**config.mk**
```make
export PLATFORM = sky130hd
export DESIGN_NAME = k_means_rd_sched_flat
export DESIGN_NICKNAME = d
export VERILOG_FILES = /design/src/rtl/k_means_rd_sched_pkg.sv /design/src/rtl/k_means_rd_sched_if.sv /design/src/rtl/k_means_req_chunker.sv /design/src/rtl/k_means_rd_sched.sv /design/src/flat_wrapper.sv
export SDC_FILE = /design/constraint.sdc
export NUM_CORES = 2
export LEC_CHECK = 0
export BUFFER_PORTS_ARGS = -buffer_cell sky130_fd_sc_hd__clkbuf_2
export CORE_ASPECT_RATIO = 0.9
export CORE_MARGIN = 5
export CORE_UTILIZATION = 68
export CTS_BUF_LIST = sky130_fd_sc_hd__clkbuf_4 sky130_fd_sc_hd__clkbuf_8 sky130_fd_sc_hd__clkbuf_16
export DETAILED_ROUTE_END_ITERATION = 10
export GPL_ROUTABILITY_DRIVEN = 0
export PLACE_DENSITY = 0.85
export REMOVE_ABC_BUFFERS = 1
export SLEW_MARGIN = 20
export SYNTH_ARGS = -nofsm -noshare
export SYNTH_HDL_FRONTEND = slang
export SYNTH_SLANG_ARGS = --single-unit
```
**constraint.sdc**
```tcl
create_clock -name aclk -period 25.6 [get_ports aclk]
set_input_delay 3.84 -clock aclk [delete_from_list [all_inputs] [get_ports aclk]]
set_output_delay 3.84 -clock aclk [all_outputs]
set_load 0.03 [all_outputs]
```
**src/rtl/k_means_rd_sched_pkg.sv**
```systemverilog
// Shared types and constants for the k-means read scheduler.
// Provides the host bus widths, the default feature size, the scheduler
// state encoding and a ceiling divide by a power of two.
package k_means_rd_sched_pkg;

    localparam int unsigned AXI_DATA_BITS      = 512;
    localparam int unsigned LEN_BITS           = 28;
    localparam int unsigned NUM_CLUSTER_BITS   = 8;
    localparam int unsigned MAX_DEPTH_BITS     = 8;
    localparam int unsigned FEAT_BYTES_DEFAULT = 4;

    typedef enum logic [2:0] {
        ST_IDLE,
        ST_CALC,
        ST_REQ_CENT,
        ST_REQ_DATA,
        ST_WAIT,
        ST_DONE
    } kmeans_sched_state_t;

    // ceil(bytes / 2**shift) without a 65-bit intermediate sum
    function automatic logic [63:0] ceil_div_pow2(input logic [63:0] bytes,
                                                  input int unsigned shift);
        logic [63:0] mask;
        mask = (64'd1 << shift) - 64'd1;
        return (bytes >> shift) + {63'd0, |(bytes & mask)};
    endfunction

endpackage

```
**src/rtl/k_means_rd_sched_if.sv**
```systemverilog
// Host read-request channel plus the monitored data-stream handshake.
//   rd_req_valid/ready : request handshake
//   rd_req_vaddr/len   : request address and byte count
//   rd_req_last        : final request of the operation
//   beat_valid/ready   : data stream handshake being counted
// master = scheduler side, slave = host/stream side.
interface k_means_rd_sched_if;
    import k_means_rd_sched_pkg::*;

    logic                rd_req_valid;
    logic                rd_req_ready;
    logic [63:0]         rd_req_vaddr;
    logic [LEN_BITS-1:0] rd_req_len;
    logic                rd_req_last;
    logic                beat_valid;
    logic                beat_ready;

    modport master (
        output rd_req_valid, rd_req_vaddr, rd_req_len, rd_req_last,
        input  rd_req_ready, beat_valid, beat_ready
    );

    modport slave (
        input  rd_req_valid, rd_req_vaddr, rd_req_len, rd_req_last,
        output rd_req_ready, beat_valid, beat_ready
    );

endinterface

```
**src/rtl/k_means_req_chunker.sv**
```systemverilog
// Splits a byte range into read requests of at most MAX_XFER_BYTES.
//   clk, rst_n : clock, async active-low reset
//   i_load     : load a new range (i_base, i_bytes); zero bytes stays idle
//   i_ready    : downstream accepts the current chunk
//   o_valid    : a chunk is pending
//   o_vaddr    : chunk address (base + bytes already issued)
//   o_len      : chunk length, min(MAX_XFER_BYTES, remaining)
//   o_final    : the pending chunk is the last of the range
module k_means_req_chunker #(
    parameter int unsigned MAX_XFER_BYTES = 4096,
    parameter int unsigned LEN_BITS       = 28
) (
    input  logic                clk,
    input  logic                rst_n,
    input  logic                i_load,
    input  logic [63:0]         i_base,
    input  logic [63:0]         i_bytes,
    input  logic                i_ready,
    output logic                o_valid,
    output logic [63:0]         o_vaddr,
    output logic [LEN_BITS-1:0] o_len,
    output logic                o_final
);

    localparam logic [63:0] MAX64 = 64'(MAX_XFER_BYTES);

    logic        r_valid;
    logic [63:0] r_vaddr;
    logic [63:0] r_rem;
    logic [63:0] w_len64;
    logic        w_fire;

    assign w_len64 = (r_rem > MAX64) ? MAX64 : r_rem;
    assign w_fire  = r_valid & i_ready;

    // The address register carries base + offset directly.
    always_ff @(posedge clk or negedge rst_n) begin
        if (!rst_n) begin
            r_valid <= 1'b0;
            r_vaddr <= '0;
            r_rem   <= '0;
        end else if (i_load) begin
            r_valid <= (i_bytes != 64'd0);
            r_vaddr <= i_base;
            r_rem   <= i_bytes;
        end else if (w_fire) begin
            r_valid <= (r_rem != w_len64);
            r_vaddr <= r_vaddr + w_len64;
            r_rem   <= r_rem - w_len64;
        end
    end

    assign o_valid = r_valid;
    assign o_vaddr = r_vaddr;
    assign o_len   = w_len64[LEN_BITS-1:0];
    assign o_final = r_valid && (r_rem <= MAX64);

endmodule

```
**src/rtl/k_means_rd_sched.sv**
```systemverilog
// k-means read scheduler: on start_operator latches the job parameters,
// issues chunked host reads (centroids, then data set), counts returning
// stream beats and pulses um_done once all requested beats have arrived.
//   aclk, aresetn                : clock, async active-low reset
//   start_operator               : single-cycle start (ignored while busy)
//   num_clusters, data_dim       : job shape
//   data_set_size                : number of points
//   centroid_addr, data_addr     : host virtual bases
//   rd_bus                       : read request + monitored beat handshake
//   busy                         : operation in progress
//   um_done                      : single-cycle completion pulse
module k_means_rd_sched
    import k_means_rd_sched_pkg::*;
#(
    parameter int unsigned MAX_XFER_BYTES = 4096,
    parameter int unsigned BEAT_BYTES     = AXI_DATA_BITS / 8,
    parameter int unsigned FEAT_BYTES     = FEAT_BYTES_DEFAULT
) (
    input  logic                      aclk,
    input  logic                      aresetn,
    input  logic                      start_operator,
    input  logic [NUM_CLUSTER_BITS:0] num_clusters,
    input  logic [MAX_DEPTH_BITS:0]   data_dim,
    input  logic [63:0]               data_set_size,
    input  logic [63:0]               centroid_addr,
    input  logic [63:0]               data_addr,
    k_means_rd_sched_if.master        rd_bus,
    output logic                      busy,
    output logic                      um_done
);

    localparam int unsigned BEAT_SHIFT = $clog2(BEAT_BYTES);

    kmeans_sched_state_t       r_state;
    logic [NUM_CLUSTER_BITS:0] r_num_clusters;
    logic [MAX_DEPTH_BITS:0]   r_data_dim;
    logic [63:0]               r_set_size;
    logic [63:0]               r_cent_addr;
    logic [63:0]               r_data_addr;
    logic [63:0]               r_data_bytes;
    logic [63:0]               r_total_beats;
    logic [63:0]               r_beat_cnt;
    logic                      r_last_phase;
    logic                      r_busy;
    logic                      r_um_done;

    logic [63:0]         w_cent_bytes;
    logic [63:0]         w_data_bytes;
    logic [63:0]         w_total_beats;
    logic                w_beat_fire;
    logic                w_chunk_valid;
    logic                w_chunk_final;
    logic                w_req_fire;
    logic                w_load;
    logic [63:0]         w_load_base;
    logic [63:0]         w_load_bytes;
    logic [63:0]         w_vaddr;
    logic [LEN_BITS-1:0] w_len;

    assign w_cent_bytes  = 64'(r_num_clusters) * 64'(r_data_dim) * 64'(FEAT_BYTES);
    assign w_data_bytes  = r_set_size * 64'(r_data_dim) * 64'(FEAT_BYTES);
    assign w_total_beats = ceil_div_pow2(w_cent_bytes, BEAT_SHIFT)
                         + ceil_div_pow2(w_data_bytes, BEAT_SHIFT);

    assign w_beat_fire = rd_bus.beat_valid & rd_bus.beat_ready;
    assign w_req_fire  = w_chunk_valid & rd_bus.rd_req_ready;

    // The single chunker is loaded from CALC with the first non-empty range,
    // and reloaded with the data range on the last centroid handshake so the
    // request stream continues without a bubble.
    always_comb begin
        w_load       = 1'b0;
        w_load_base  = '0;
        w_load_bytes = '0;
        case (r_state)
            ST_CALC: begin
                if (w_total_beats != 64'd0) begin
                    w_load = 1'b1;
                    if (w_cent_bytes != 64'd0) begin
                        w_load_base  = r_cent_addr;
                        w_load_bytes = w_cent_bytes;
                    end else begin
                        w_load_base  = r_data_addr;
                        w_load_bytes = w_data_bytes;
                    end
                end
            end
            ST_REQ_CENT: begin
                if (w_req_fire && w_chunk_final && (r_data_bytes != 64'd0)) begin
                    w_load       = 1'b1;
                    w_load_base  = r_data_addr;
                    w_load_bytes = r_data_bytes;
                end
            end
            default: ;
        endcase
    end

    k_means_req_chunker #(
        .MAX_XFER_BYTES (MAX_XFER_BYTES),
        .LEN_BITS       (LEN_BITS)
    ) u_chunker (
        .clk     (aclk),
        .rst_n   (aresetn),
        .i_load  (w_load),
        .i_base  (w_load_base),
        .i_bytes (w_load_bytes),
        .i_ready (rd_bus.rd_req_ready),
        .o_valid (w_chunk_valid),
        .o_vaddr (w_vaddr),
        .o_len   (w_len),
        .o_final (w_chunk_final)
    );

    always_ff @(posedge aclk or negedge aresetn) begin
        if (!aresetn) begin
            r_state        <= ST_IDLE;
            r_num_clusters <= '0;
            r_data_dim     <= '0;
            r_set_size     <= '0;
            r_cent_addr    <= '0;
            r_data_addr    <= '0;
            r_data_bytes   <= '0;
            r_total_beats  <= '0;
            r_beat_cnt     <= '0;
            r_last_phase   <= 1'b0;
            r_busy         <= 1'b0;
            r_um_done      <= 1'b0;
        end else begin
            r_um_done <= 1'b0;
            if (w_beat_fire && (r_state != ST_IDLE) && (r_state != ST_CALC))
                r_beat_cnt <= r_beat_cnt + 64'd1;

            case (r_state)
                ST_IDLE: begin
                    if (start_operator) begin
                        r_num_clusters <= num_clusters;
                        r_data_dim     <= data_dim;
                        r_set_size     <= data_set_size;
                        r_cent_addr    <= centroid_addr;
                        r_data_addr    <= data_addr;
                        r_beat_cnt     <= '0;
                        r_busy         <= 1'b1;
                        r_state        <= ST_CALC;
                    end
                end
                ST_CALC: begin
                    r_data_bytes  <= w_data_bytes;
                    r_total_beats <= w_total_beats;
                    // Only one phase left to issue: its final chunk is the last overall.
                    r_last_phase  <= (w_cent_bytes == 64'd0) || (w_data_bytes == 64'd0);
                    if (w_total_beats == 64'd0) begin
                        r_state   <= ST_DONE;
                        r_um_done <= 1'b1;
                    end else if (w_cent_bytes == 64'd0) begin
                        r_state <= ST_REQ_DATA;
                    end else begin
                        r_state <= ST_REQ_CENT;
                    end
                end
                ST_REQ_CENT: begin
                    if (w_req_fire && w_chunk_final) begin
                        if (r_data_bytes == 64'd0) begin
                            r_state <= ST_WAIT;
                        end else begin
                            r_state      <= ST_REQ_DATA;
                            r_last_phase <= 1'b1;
                        end
                    end
                end
                ST_REQ_DATA: begin
                    if (w_req_fire && w_chunk_final)
                        r_state <= ST_WAIT;
                end
                ST_WAIT: begin
                    if (r_beat_cnt == r_total_beats) begin
                        r_state   <= ST_DONE;
                        r_um_done <= 1'b1;
                    end
                end
                ST_DONE: begin
                    r_state <= ST_IDLE;
                    r_busy  <= 1'b0;
                end
                default: r_state <= ST_IDLE;
            endcase
        end
    end

    assign rd_bus.rd_req_valid = w_chunk_valid;
    assign rd_bus.rd_req_vaddr = w_vaddr;
    assign rd_bus.rd_req_len   = w_len;
    assign rd_bus.rd_req_last  = w_chunk_final && r_last_phase;
    assign busy                = r_busy;
    assign um_done             = r_um_done;

endmodule
```
**src/flat_wrapper.sv**
```systemverilog
// flat-port wrapper written by rule: the top's interface ports become plain ports
module k_means_rd_sched_flat import k_means_rd_sched_pkg::*;
#(
    parameter int unsigned MAX_XFER_BYTES = 4096,
    parameter int unsigned BEAT_BYTES     = AXI_DATA_BITS / 8,
    parameter int unsigned FEAT_BYTES     = FEAT_BYTES_DEFAULT
)
  (aclk, aresetn, start_operator, num_clusters, data_dim, data_set_size, centroid_addr, data_addr, busy, um_done, rd_bus_rd_req_valid, rd_bus_rd_req_vaddr, rd_bus_rd_req_len, rd_bus_rd_req_last, rd_bus_rd_req_ready, rd_bus_beat_valid, rd_bus_beat_ready);
  k_means_rd_sched_if rd_bus_i ();
  input  logic aclk;
  input  logic aresetn;
  input  logic start_operator;
  input  logic [NUM_CLUSTER_BITS:0] num_clusters;
  input  logic [MAX_DEPTH_BITS:0] data_dim;
  input  logic [63:0] data_set_size;
  input  logic [63:0] centroid_addr;
  input  logic [63:0] data_addr;
  output logic busy;
  output logic um_done;
  output wire logic [$bits(rd_bus_i.rd_req_valid)-1:0] rd_bus_rd_req_valid;
  output wire logic [$bits(rd_bus_i.rd_req_vaddr)-1:0] rd_bus_rd_req_vaddr;
  output wire logic [$bits(rd_bus_i.rd_req_len)-1:0] rd_bus_rd_req_len;
  output wire logic [$bits(rd_bus_i.rd_req_last)-1:0] rd_bus_rd_req_last;
  input wire logic [$bits(rd_bus_i.rd_req_ready)-1:0] rd_bus_rd_req_ready;
  input wire logic [$bits(rd_bus_i.beat_valid)-1:0] rd_bus_beat_valid;
  input wire logic [$bits(rd_bus_i.beat_ready)-1:0] rd_bus_beat_ready;
  assign rd_bus_rd_req_valid = rd_bus_i.rd_req_valid;
  assign rd_bus_rd_req_vaddr = rd_bus_i.rd_req_vaddr;
  assign rd_bus_rd_req_len = rd_bus_i.rd_req_len;
  assign rd_bus_rd_req_last = rd_bus_i.rd_req_last;
  assign rd_bus_i.rd_req_ready = rd_bus_rd_req_ready;
  assign rd_bus_i.beat_valid = rd_bus_beat_valid;
  assign rd_bus_i.beat_ready = rd_bus_beat_ready;
  k_means_rd_sched #(.MAX_XFER_BYTES(MAX_XFER_BYTES), .BEAT_BYTES(BEAT_BYTES), .FEAT_BYTES(FEAT_BYTES)) u_core (.aclk(aclk), .aresetn(aresetn), .start_operator(start_operator), .num_clusters(num_clusters), .data_dim(data_dim), .data_set_size(data_set_size), .centroid_addr(centroid_addr), .data_addr(data_addr), .rd_bus(rd_bus_i), .busy(busy), .um_done(um_done));
endmodule
```
==> summary.txt <==
Run status
  • Status: finished, final reports clean

Floorplanning
  • Cell Rows: 95
  • I/O pin total: 312
  • Initial Utilization: approximately two thirds
  • Die ar.: roughly 0.080 mm^2
  • Chip Height: about 270 um
  • Core Area: 0.07441 mm^2
  • Die X-Extent: between 200 and 300 um

Worst setup path
  • Startpoint types: register
  • Crit path buffers/inverters: 6
  • CP arrival: 13.43 ns
  • Worst Setup End Kind: register
  • Crit Path Category: reg -> reg
  • Slowest stage delay, CP: roughly 0.80 ns
  • Cell mode on critical path: fa_1
  • Max stage delay cell, worst path: buf_4
  • Critical path's top delay family: simple AND/OR/NAND/NOR gates
  • Worst path required time: 26.11 ns
  • Critical path fanouts, max: 90

Detailed routing
  • Total Wirelength: 140.2 mm
  • DR vias/cell: 6.398
  • Pre-antenna DRT Iters: 6
  • DR vias: 43400
  • Post-route DRC violation count: 0
  • Iter 0 DRT Violations: 4645
  • Wirelength per Cell: 20.67 um
  • ANT nets after route: 0

Final layout
  • Most frequent cells in the layout: nand2_1, dfrtp_1, inv_1
  • Reg area: 0.01324 mm^2
  • Area of the multi-input gates: 0.03477 mm^2
  • Fill count: 5328
  • Net count, final: 6615
  • Utilization after layout: 73.64%
  • Most common cell after layout, fill and taps aside: nand2_1
  • Finished Layout Cells: 6783
  • Layout cells sized above 1: around 13%
  • Area Growth Syn to Fin: 7.830%

STA
  • Tcrit/Tclk final: 50.46%
  • Worst-Margin Slew: 1.076 ns
  • Final min period: 12.92 ns
  • Unrepaired setup endpoints after global routing: no
  • Achievable Freq: approximately 77 MHz
  • Endpoints failing hold: 0
  • # setup viols final: 0
  • Relative slew slack: 28.26%
  • Final slew viol count: 0
  • Setup TNS: 0 ns
  • Max Clock Skew: 0.02362 ns

Power
  • PD cells: 45.90 mW/mm^2
  • Leak: between 20 and 30 nW
  • Peak supply drop: 0.05128 mV

Synthesis
  • #FFs+latches synth: 529
  • Netlist cell types: 110
  • EDFF count, synth: 0
  • Avg Cell Area, Syn: 9.021 um^2
  • Area of the mapped netlist: between 0.05 and 0.06 mm^2
  • Synth Warn #: 0
  • Post-synthesis cell count: roughly 5600
  • Sequential share of the synthesized area: 26.05%
  • Synth async-reset ratio: 100.0%
  • Top FF cell, synth: dfrtp_1

Clocking
  • Post-cts resize count: 0
  • Root Buffer: clkbuf_16
  • CTS sink cnt: 529
  • Setup repair bufs after CTS: 0
  • H-tree Lvls: 2
  • Clock Latency Late Sink: between 0.6 and 0.7 ns
  • Clock Tree Buf Depth: 3
  • Hold_buf cts: 0
  • Number of buffers created by CTS: 56
  • CTS clk-pin slew, worst paths: 0.06 ns
  • CTS tree: yes

Global routing
  • GRT Residual Overflow: 0
  • GRT Overall Usage: 34.44%
  • First-pass GRT wire length: roughly 230 mm
  • Number of global-route vias before repair: 43240
  • Largest net degree at the start of global routing: 167
  • Initial antenna violation count: 3

Placement
  • Post-Place Cells: around 6700
  • Port bufs: 294
  • Dpl hpwl: roughly 100 mm

Worst hold path
  • Worst min-delay path class: reg -> reg

Flow run
  • Number of max-cap violations: 0
cell usage after synthesis (all sizes together), types with 192 or more instances:
cell,number,share of area (%)
and2,409,5.0
nand2,661,4.9
nor2,250,1.9
clkbuf,217,1.6
a21oi,244,2.4
mux2,217,4.8
dfrtp,529,26
ha,192,4.7
inv,473,3.5
xnor2,246,4.2
o21ai,305,3.0
fa,441,17
per-stage QoR:
stage / hold WS (ns) / cell area (um^2) / setup WS [ns] / total power [mW]
2_1_floorplan: 0.4598 / 49730 / 11.72 / 1.447
3_3_place_gp: 0.4798 / 52790 / 13.32 / 1.598
3_5_place_dp: 0.4910 / 52790 / 13.17 / 1.619
4_1_cts: 0.5066 / 54780 / 13.13 / 2.504
5_1_grt: 0.5144 / 54790 / 12.17 / 2.634
6_report: 0.5050 / 54800 / 12.68 / 2.515
final cells by class:
type                    count  area share (%)
clock buffers              78           3.007
inverters                 473           3.240
repair buffers            333           3.284
clock inverters            25          0.6211
diodes                      2        0.009134
multi-input cells        4373           63.46
flip-flops and latches    529           24.17
well taps                 970           2.215
worst min-delay path: cells and delay by family (launching register included):
family             cells  cell delay, ns
and+or+nand+nor        1            0.05
DFF                    1            0.36
AOI/OAI and AO/OA      1            0.06
state kept, by name (all words and copies together), names as in the netlist:
signal / flops
u_core.um_done: 1
u_core.r_total_beats: 60
u_core.r_num_clusters: 9
u_core.u_chunker.o_valid: 1
u_core.r_state: 3
u_core.u_chunker.o_vaddr: 64
u_core.r_beat_cnt: 64
u_core.r_data_addr: 64
u_core.r_data_dim: 9
u_core.r_last_phase: 1
u_core.r_cent_addr: 64
u_core.r_data_bytes: 62
u_core.busy: 1
u_core.u_chunker.r_rem: 64
u_core.r_set_size: 62
power breakdown:
part	total (mW)	switching [mW]	leakage [nW]	internal, mW
sequential	0.954	0.0601	6.99	0.894
clock	0.881	0.369	0.996	0.513
combinational	0.679	0.404	18.3	0.275
total	2.51	0.833	26.3	1.68
layer usage:
metal | track usage (%) | wire length, um | share of wire, %
met1 | 47.07 | 55460 | 40
met2 | 54.04 | 63960 | 46
met5 | 0 | 0 | 0
met4 | 15.58 | 7551 | 5.4
met3 | 6.523 | 13230 | 9.4
final timing paths:
kind | slack (ns) | startpoint | cells past startpoint | endpoint
max | 12.68 | u_core.r_data_dim[3] | 35 | u_core.u_chunker.r_rem[44]
min | 0.50 | u_core.r_data_bytes[30] | 2 | u_core.r_data_bytes[30]
max reg2reg | 12.68 | u_core.r_data_dim[3] | 35 | u_core.u_chunker.r_rem[44]
min reg2reg | 0.50 | u_core.r_data_bytes[30] | 2 | u_core.r_data_bytes[30]
max in group asynchronous | 20.03 | aresetn | 3 | u_core.r_data_dim[1]
min in group asynchronous | 3.21 | aresetn | 1 | u_core.r_num_clusters[2]
cell families after synthesis:
| group | Yosys count | share of synthesized area, % |
|---|---|---|
| and+or+nand+nor | 1957 | 19.80 |
| AOI/OAI and AO/OA | 1115 | 14.47 |
| buffers and inverters | 795 | 6.099 |
| adders and majority gates | 633 | 22.10 |
| DFF | 529 | 26.05 |
| xor gates and xnor gates | 379 | 6.547 |
| muxes | 223 | 4.927 |
| other | 2 | 0.01478 |
(Power assumes the default switching activity.)
